### src/rtl/display_scan_ctrl_pkg.sv
// Shared constants for the multiplexed 4-digit seven-segment scanner.
// Glyphs are active-low with bit 0 = segment a through bit 6 = segment g.
package display_scan_ctrl_pkg;

  localparam logic [6:0] SEG_BLANK = 7'b1111111;
  localparam logic [6:0] SEG_DASH  = 7'b0111111;

  localparam logic [6:0] SEG_DIGIT [10] = '{
    7'b1000000, 7'b1111001, 7'b0100100, 7'b0110000, 7'b0011001,
    7'b0010010, 7'b0000010, 7'b1111000, 7'b0000000, 7'b0010000
  };

  localparam logic [3:0] AN_ONEHOT [4] = '{4'b1110, 4'b1101, 4'b1011, 4'b0111};

  typedef struct packed {
    logic [15:0] value;
    logic [3:0]  dp;
    logic        lz_sup;
  } disp_word_t;

endpackage

### src/rtl/display_scan_ctrl_decode.sv
// BCD digit to active-low seven-segment glyph; non-decimal codes render as a dash.
module digit_seg_decode
  import display_scan_ctrl_pkg::*;
(
  input  logic [3:0] bcd,
  output logic [6:0] seg
);

  always_comb begin
    seg = SEG_DASH;
    for (int i = 0; i < 10; i++) begin
      if (bcd == 4'(i)) seg = SEG_DIGIT[i];
    end
  end

endmodule

### src/rtl/display_scan_ctrl.sv
// Time-multiplexed scanner for four BCD digits with a double-buffered display
// register that only updates at frame end, so a frame never mixes two values.
module display_scan_ctrl
  import display_scan_ctrl_pkg::*;
#(
  parameter int SCAN_DIV  = 50000,
  parameter int BLANK_CYC = 4
) (
  input  logic        clk,
  input  logic        rst,
  input  logic        en,
  input  logic        load,
  input  logic [15:0] value,
  input  logic [3:0]  dp_in,
  input  logic        lz_sup,
  output logic        ready,
  output logic [6:0]  seg,
  output logic        dp,
  output logic [3:0]  an
);

  localparam int PW = $clog2(SCAN_DIV);

  logic [PW-1:0] presc_reg;
  logic [1:0]    idx_reg;
  disp_word_t    shadow_reg;
  disp_word_t    disp_reg;
  logic          pending_reg;

  logic          tick;
  logic          frame_end;
  logic          slot_active;
  logic [3:0]    upper_zero;
  logic [3:0]    cur_digit;
  logic          cur_blank;
  logic [6:0]    dec_seg;

  assign tick      = (presc_reg == PW'(SCAN_DIV - 1));
  assign frame_end = tick && (idx_reg == 2'd3);

  if (BLANK_CYC == 0) begin : g_no_blank
    assign slot_active = 1'b1;
  end else begin : g_blank
    assign slot_active = (presc_reg >= PW'(BLANK_CYC));
  end

  // upper_zero[i]: digit i and every more-significant digit are zero
  genvar gi;
  for (gi = 0; gi < 4; gi++) begin : g_upper_zero
    assign upper_zero[gi] = (disp_reg.value[15:4*gi] == '0);
  end

  assign cur_digit = disp_reg.value[{idx_reg, 2'b00} +: 4];
  assign cur_blank = disp_reg.lz_sup && (idx_reg != 2'd0) && upper_zero[idx_reg];

  digit_seg_decode u_decode (
    .bcd (cur_digit),
    .seg (dec_seg)
  );

  always_ff @(posedge clk) begin
    if (rst) begin
      presc_reg   <= '0;
      idx_reg     <= 2'd0;
      shadow_reg  <= '0;
      disp_reg    <= '0;
      pending_reg <= 1'b0;
      seg         <= SEG_BLANK;
      dp          <= 1'b1;
      an          <= 4'b1111;
    end else begin
      presc_reg <= tick ? '0 : presc_reg + 1'b1;
      if (tick) idx_reg <= idx_reg + 2'd1;

      if (frame_end && pending_reg) begin
        disp_reg    <= shadow_reg;
        pending_reg <= 1'b0;
      end
      // A load on the commit cycle lands after the commit and stays pending.
      if (load) begin
        shadow_reg  <= {value, dp_in, lz_sup};
        pending_reg <= 1'b1;
      end

      seg <= cur_blank ? SEG_BLANK : dec_seg;
      dp  <= cur_blank | ~disp_reg.dp[idx_reg];
      an  <= (en && slot_active) ? AN_ONEHOT[idx_reg] : 4'b1111;
    end
  end

  assign ready = ~pending_reg;

endmodule

### config.mk
export PLATFORM = sky130hd
export DESIGN_NAME = display_scan_ctrl
export DESIGN_NICKNAME = d
export VERILOG_FILES = /design/src/rtl/display_scan_ctrl_pkg.sv /design/src/rtl/display_scan_ctrl_decode.sv /design/src/rtl/display_scan_ctrl.sv
export SDC_FILE = /design/constraint.sdc
export NUM_CORES = 1
export LEC_CHECK = 0
export ABC_CLOCK_PERIOD_IN_PS = 5900
export CELL_PAD_IN_SITES_DETAIL_PLACEMENT = 1
export CELL_PAD_IN_SITES_GLOBAL_PLACEMENT = 1
export CORE_MARGIN = 8
export CORE_UTILIZATION = 47
export DETAILED_ROUTE_END_ITERATION = 7
export GPL_TIMING_DRIVEN = 0
export PLACE_DENSITY = 0.89
export SYNTH_ARGS = -nofsm -noshare
export SYNTH_HDL_FRONTEND = slang
export SYNTH_HIERARCHICAL = 1
export SYNTH_SLANG_ARGS = --single-unit
### constraint.sdc
create_clock -name clk -period 5.9 [get_ports clk]
set_clock_uncertainty 0.05 [all_clocks]
set_input_delay 1.77 -clock clk [delete_from_list [all_inputs] [get_ports clk]]
set_output_delay 1.77 -clock clk [all_outputs]
set_load 0.05 [all_outputs]
======== Word level (Yosys, flattened, before mapping) ========
Cells that the tools add are included.
word-level totals
  output and inout bits ................... 13
  word-level logic and storage cells ...... 70
  bits in registers ....................... 73
operators by class
  reduce and logical (&&, ||, !) cells .... 16
  eq/ne operators ......................... 11
  add/sub/neg operators ................... 2
  mux-type cells .......................... 19
  shift-type cells ........................ 1
  magnitude comparators ................... 3
  bitwise logic cells ..................... 5
operator list
  cell                                                   number
  two-way mux 7 bit                                      10
  adder 16 x 1 -> 16 bit (second input constant)         1
  equality test 16 bit (second input constant)           1
  equality test 4 x 3 -> 1 bit (second input constant)   4
  >= comparator 16 x 3 -> 1 bit (second input constant)  1
  zero test 16 bit                                       1
  indexed part select 16 x 5 -> 4 bit                    1
  zero test 12 bit                                       1
  binary-select mux 4 bit (select 2 bit)                 1
  equality test 4 x 2 -> 1 bit (second input constant)   2
  equality test 4 bit (second input constant)            2
  zero test 4 bit                                        2
  zero test 8 bit                                        1
  two-way mux 4 bit                                      2
  OR reduction 2 bit                                     3
  logical AND 1 bit                                      5
  binary-select mux 1 bit (select 2 bit)                 2
  equality test 4 x 1 -> 1 bit (second input constant)   1
  two-way mux 1 bit                                      4
  nonzero test 2 bit                                     2
  >= comparator 3 bit (second input constant)            1
  < comparator 2 x 3 -> 1 bit (second input constant)    1
  NOT 1 bit                                              3
  NOT 2 -> 3 bit                                         1
  4 further kinds                                        4

======== Depth between registers and ports, before layout ========
  depth after elaboration ................. 12
  gate-level depth with buffers ........... 8
  depth with buffers taken out ............ 6

======== By module ========
Netlist, hierarchy kept.
modules (own cells, without submodules)
  module             area each (um^2)  times used  cells an instance
  display_scan_ctrl  3218.1            1           316
  digit_seg_decode   130.1             1           21

======== Worst setup path after synthesis ========
Ideal clock, no wire load.
  kind .................................... in2reg
  start point ............................. in load
  end point ............................... reg shadow_reg[10] (netlist name)
  path slack .............................. 3046 ps
  stages on the path ...................... 4
  data arrival time ....................... 2677 ps
  library setup time ...................... 128 ps
  cell sequence ........................... clkbuf_1 > clkbuf_1 > mux2i_1 > nor2_1
RTL lines
  what                  line                     source
  from (decl)           display_scan_ctrl.sv:12  input logic load,
  to (signal assigned)  display_scan_ctrl.sv:81  shadow_reg <= {value, dp_in, lz_sup};
  to (decl)             display_scan_ctrl.sv:26  disp_word_t shadow_reg;

======== Final worst setup path ========
  start point ............................. reg pending_reg
  end point ............................... out ready
between the ends
  longest elaborated chain between the ends .. 1
RTL lines
  what                    line                     source
  from (decl)             display_scan_ctrl.sv:28  logic pending_reg;
  from (signal assigned)  display_scan_ctrl.sv:67  pending_reg <= 1'b0;
  from (signal assigned)  display_scan_ctrl.sv:77  pending_reg <= 1'b0;
  from (signal assigned)  display_scan_ctrl.sv:82  pending_reg <= 1'b1;
  NOT 1 bit               display_scan_ctrl.sv:91  assign ready = ~pending_reg;
  to (decl)               display_scan_ctrl.sv:16  output logic ready,
Every way passes these cells.

==> impl_metrics.py <==
metrics = {
    "status": {
        "status": "complete, no violations",
    },
    "global_route": {
        "grt_pass1_vias": 2721,
        "grt_max_degree": 12,
        "track_usage_pct": 17.0,
        "grt_pass1_wl_um": 13500,
        "antenna_found_initial": 0,
        "grt_overflow_total": 0,
    },
    "routing": {
        "drt_iter0_markers": 82,
        "topRoutingLayerUsed": "met4",
        "route.detailed.drc": 0,
        "post_drt_wl_per_cell_um": 16.4,
        "drtAntennaViolNets": 0,
        "finalWirelength_um": 7960,
        "wl_met3_um": 305,
        "viasPerCell": 5.21,
        "first_pass_iters": 4,
        "wl_met1_um": 3630,
        "vias": 2529,
        "wl_met2_um": 3860,
    },
    "power": {
        "comb_power_share_pct": 7.8,
        "peakVddDrop_v": 0.000114,
        "power_mw": 0.979,
        "clockPowerShare_pct": 39.9,
        "seq_power_share_pct": 52.3,
        "power.density_nw_per_um2": 244,
        "p_switching_mw": 0.230,
        "switching_share_pct": 23.5,
        "leakage_nw": 1.49,
        "internal_power_mw": 0.749,
    },
    "clocking": {
        "clockBufferDepth": 2,
        "numCtsBuffers": 9,
        "cts_sinks": 73,
        "htreeDepth": 3,
        "clock_latency_ps": 350,
        "cts_tree": "done",
        "cts_hold_buf": 0,
        "clk_pin_slew_ps": 70,
        "cts_setup_buffers": 0,
        "clockRootBuffer": "clkbuf_8",
        "post_cts_resized": 0,
    },
    "timing": {
        "rsz0062_at_grt": "false",
        "setup_slack_ps": 2500,
        "final-setup-viol-count": 0,
        "relSlewSlack_pct": 43.8,
        "slew_violations": 0,
        "worstMarginPinSlew_ps": 843,
        "hold_ws_ps": 432,
        "period_needed_ps": 3400,
        "post-route-period-util_pct": 57.6,
        "tns_ps": 0,
        "finalHoldViolCount": 0,
        "max_freq_mhz": 294,
    },
    "floorplan": {
        "dieHeight_um": 100,
        "initial_utilization_pct": 49.0,
        "core_area_um2": 6830,
        "die-area_um2": 10100,
        "die-width_um": 100,
        "row_count": 30,
        "top_level_ports": 38,
    },
    "layout": {
        "nets": 416,
        "syn2layout_area_growth_pct": 20.0,
        "layout-drive-gt1-share_pct": 9.25,
        "diodes": 0,
        "fin_util_pct": 58.8,
    },
    "synthesis": {
        "synth_nets": 369,
        "netlist_area_um2": 3350,
        "async_reset_ff_share_pct": 0,
        "yosysMostFrequentCell": "dfxtp_1",
        "ys_top_cells_by_area": "dfxtp_1 44%, mux2i_1 13%, or2b_1 9.0%",
        "ys_top_cells_by_count": "73 x dfxtp_1, 47 x nor2_1, 44 x mux2i_1",
        "syn_avg_cell_area_um2": 9.94,
        "ys.warnings.count": 6,
        "ys.flop_type": "dfxtp_1",
        "ys_seq_area_share_pct": 43.6,
        "netlist_instances": 337,
        "synth_top_area_cell": "dfxtp_1",
        "synth_top_area_share_pct": 43.6,
        "synth-edff-count": 0,
        "synth.distinct_cells": 43,
        "synth-seq-cells": 73,
    },
    "min_path": {
        "min_path_type": "reg2reg",
    },
    "worst_setup_path": {
        "critPathCaptureType": "output pin",
        "critPathSlowestCell": "clkdlybuf4s50_1",
        "worst-endpoint-arrival_ps": 1580,
        "path_class": "reg2out",
        "reg2reg_to": "seg[0]$_SDFF_PP1_",
        "critPathLaunchType": "flop",
        "max_stage_delay_ps": 820,
        "worst-path-max-fanout": 2,
        "r2r_start": "idx_reg[0]$_SDFFE_PP0N_",
        "critPathLaunch": "pending_reg$_SDFFE_PP0P_",
        "crit_chain": "inv_1, clkdlybuf4s50_1",
        "worstPathRequired_ps": 4080,
        "cp-endpoint": "ready",
        "r2r_cells": 8,
        "reg2reg_slack_ps": 3270,
    },
    "flow_run": {
        "cap_violations": 0,
    },
    "placement": {
        "portBuffers": 36,
        "post-place-ws_ps": 2480,
        "hpwl_um": 5720,
        "routabilityCongestion": 0.833,
    },
}
layer usage:
| metal | GRT usage (%) | vias up |
|---|---|---|
| li1 | - | 1226 |
| met1 | 19.7 | 1228 |
| met2 | 29.2 | 56 |
| met3 | 3.88 | 19 |
| met4 | 7.33 | 0 |
| met5 | 0 | - |
metrics by stage:
stage	cell area (µm²)	cells
after global placement	3830	469
after floorplan	3350	337
final	4020	485
after CTS	4020	485
after global routing	4020	485
after detailed placement	3830	469
worst max-delay path, delay by kind of cell, from the launching register on:
family,cells,cell delay (ps)
buffers and inverters,2,920
flip-flops,1,310
kinds of logic after synthesis:
logic type                 Yosys count  synth area share [%]
muxes                               49                  16.5
xor gates and xnor gates            13                  3.40
DFF                                 73                  43.6
and+or+nand+nor                    144                  24.4
adders and majority gates            7                  2.62
AOI/OAI and AO/OA                   19                  3.77
buffers and inverters               32                  5.68
cell type report:
cell class,instances,area [µm²]
clock inverters,3,40.0
fillers,782,2810
repair buffers,36,360
clock buffers,13,149
inverters,11,41.3
flip-flops and latches,73,1460
well taps,96,120
plain buffers,21,149
multi-input cells,232,1700
how the worst min path moves through the flow:
stage	start	end	slack, ps	depth (start not counted)
3_3_place_gp	presc_reg[0]$_SDFF_PP0_	presc_reg[0]$_SDFF_PP0_	410	1
6_report	presc_reg[0]$_SDFF_PP0_	presc_reg[0]$_SDFF_PP0_	430	1
3_5_place_dp	disp_reg[0]$_SDFFE_PP0P_	disp_reg[0]$_SDFFE_PP0P_	420	2
2_1_floorplan	presc_reg[0]$_SDFF_PP0_	presc_reg[0]$_SDFF_PP0_	390	1
5_1_grt	presc_reg[0]$_SDFF_PP0_	presc_reg[0]$_SDFF_PP0_	460	1
4_1_cts	presc_reg[0]$_SDFF_PP0_	presc_reg[0]$_SDFF_PP0_	440	1
power groups by stage:
| stage | combinational [mW] | sequential [mW] | clock [mW] |
|---|---|---|---|
| 2_1_floorplan | 0.0371 | 0.530 | 0 |
| 3_3_place_gp | 0.0733 | 0.523 | 0 |
| 3_5_place_dp | 0.0760 | 0.524 | 0 |
| 4_1_cts | 0.0768 | 0.513 | 0.393 |
| 5_1_grt | 0.0835 | 0.514 | 0.414 |
| 6_report | 0.0760 | 0.512 | 0.391 |
cell usage in the layout, fill, tap and decap left out, types with 3 or more instances in the layout:
master,count
mux4_2,5
xor2_1,5
xnor2_1,8
o31ai_1,3
dfxtp_1,73
nor2_1,47
nand3_1,4
nor4_1,5
a21oi_1,6
clkbuf_1,14
or2b_1,40
nand4_1,7
nor3_1,3
ha_1,7
clkdlybuf4s50_1,36
inv_1,11
clkbuf_8,10
buf_6,4
o21ai_0,3
mux2i_1,44
nand2_1,19
(Power assumes the default switching activity.)
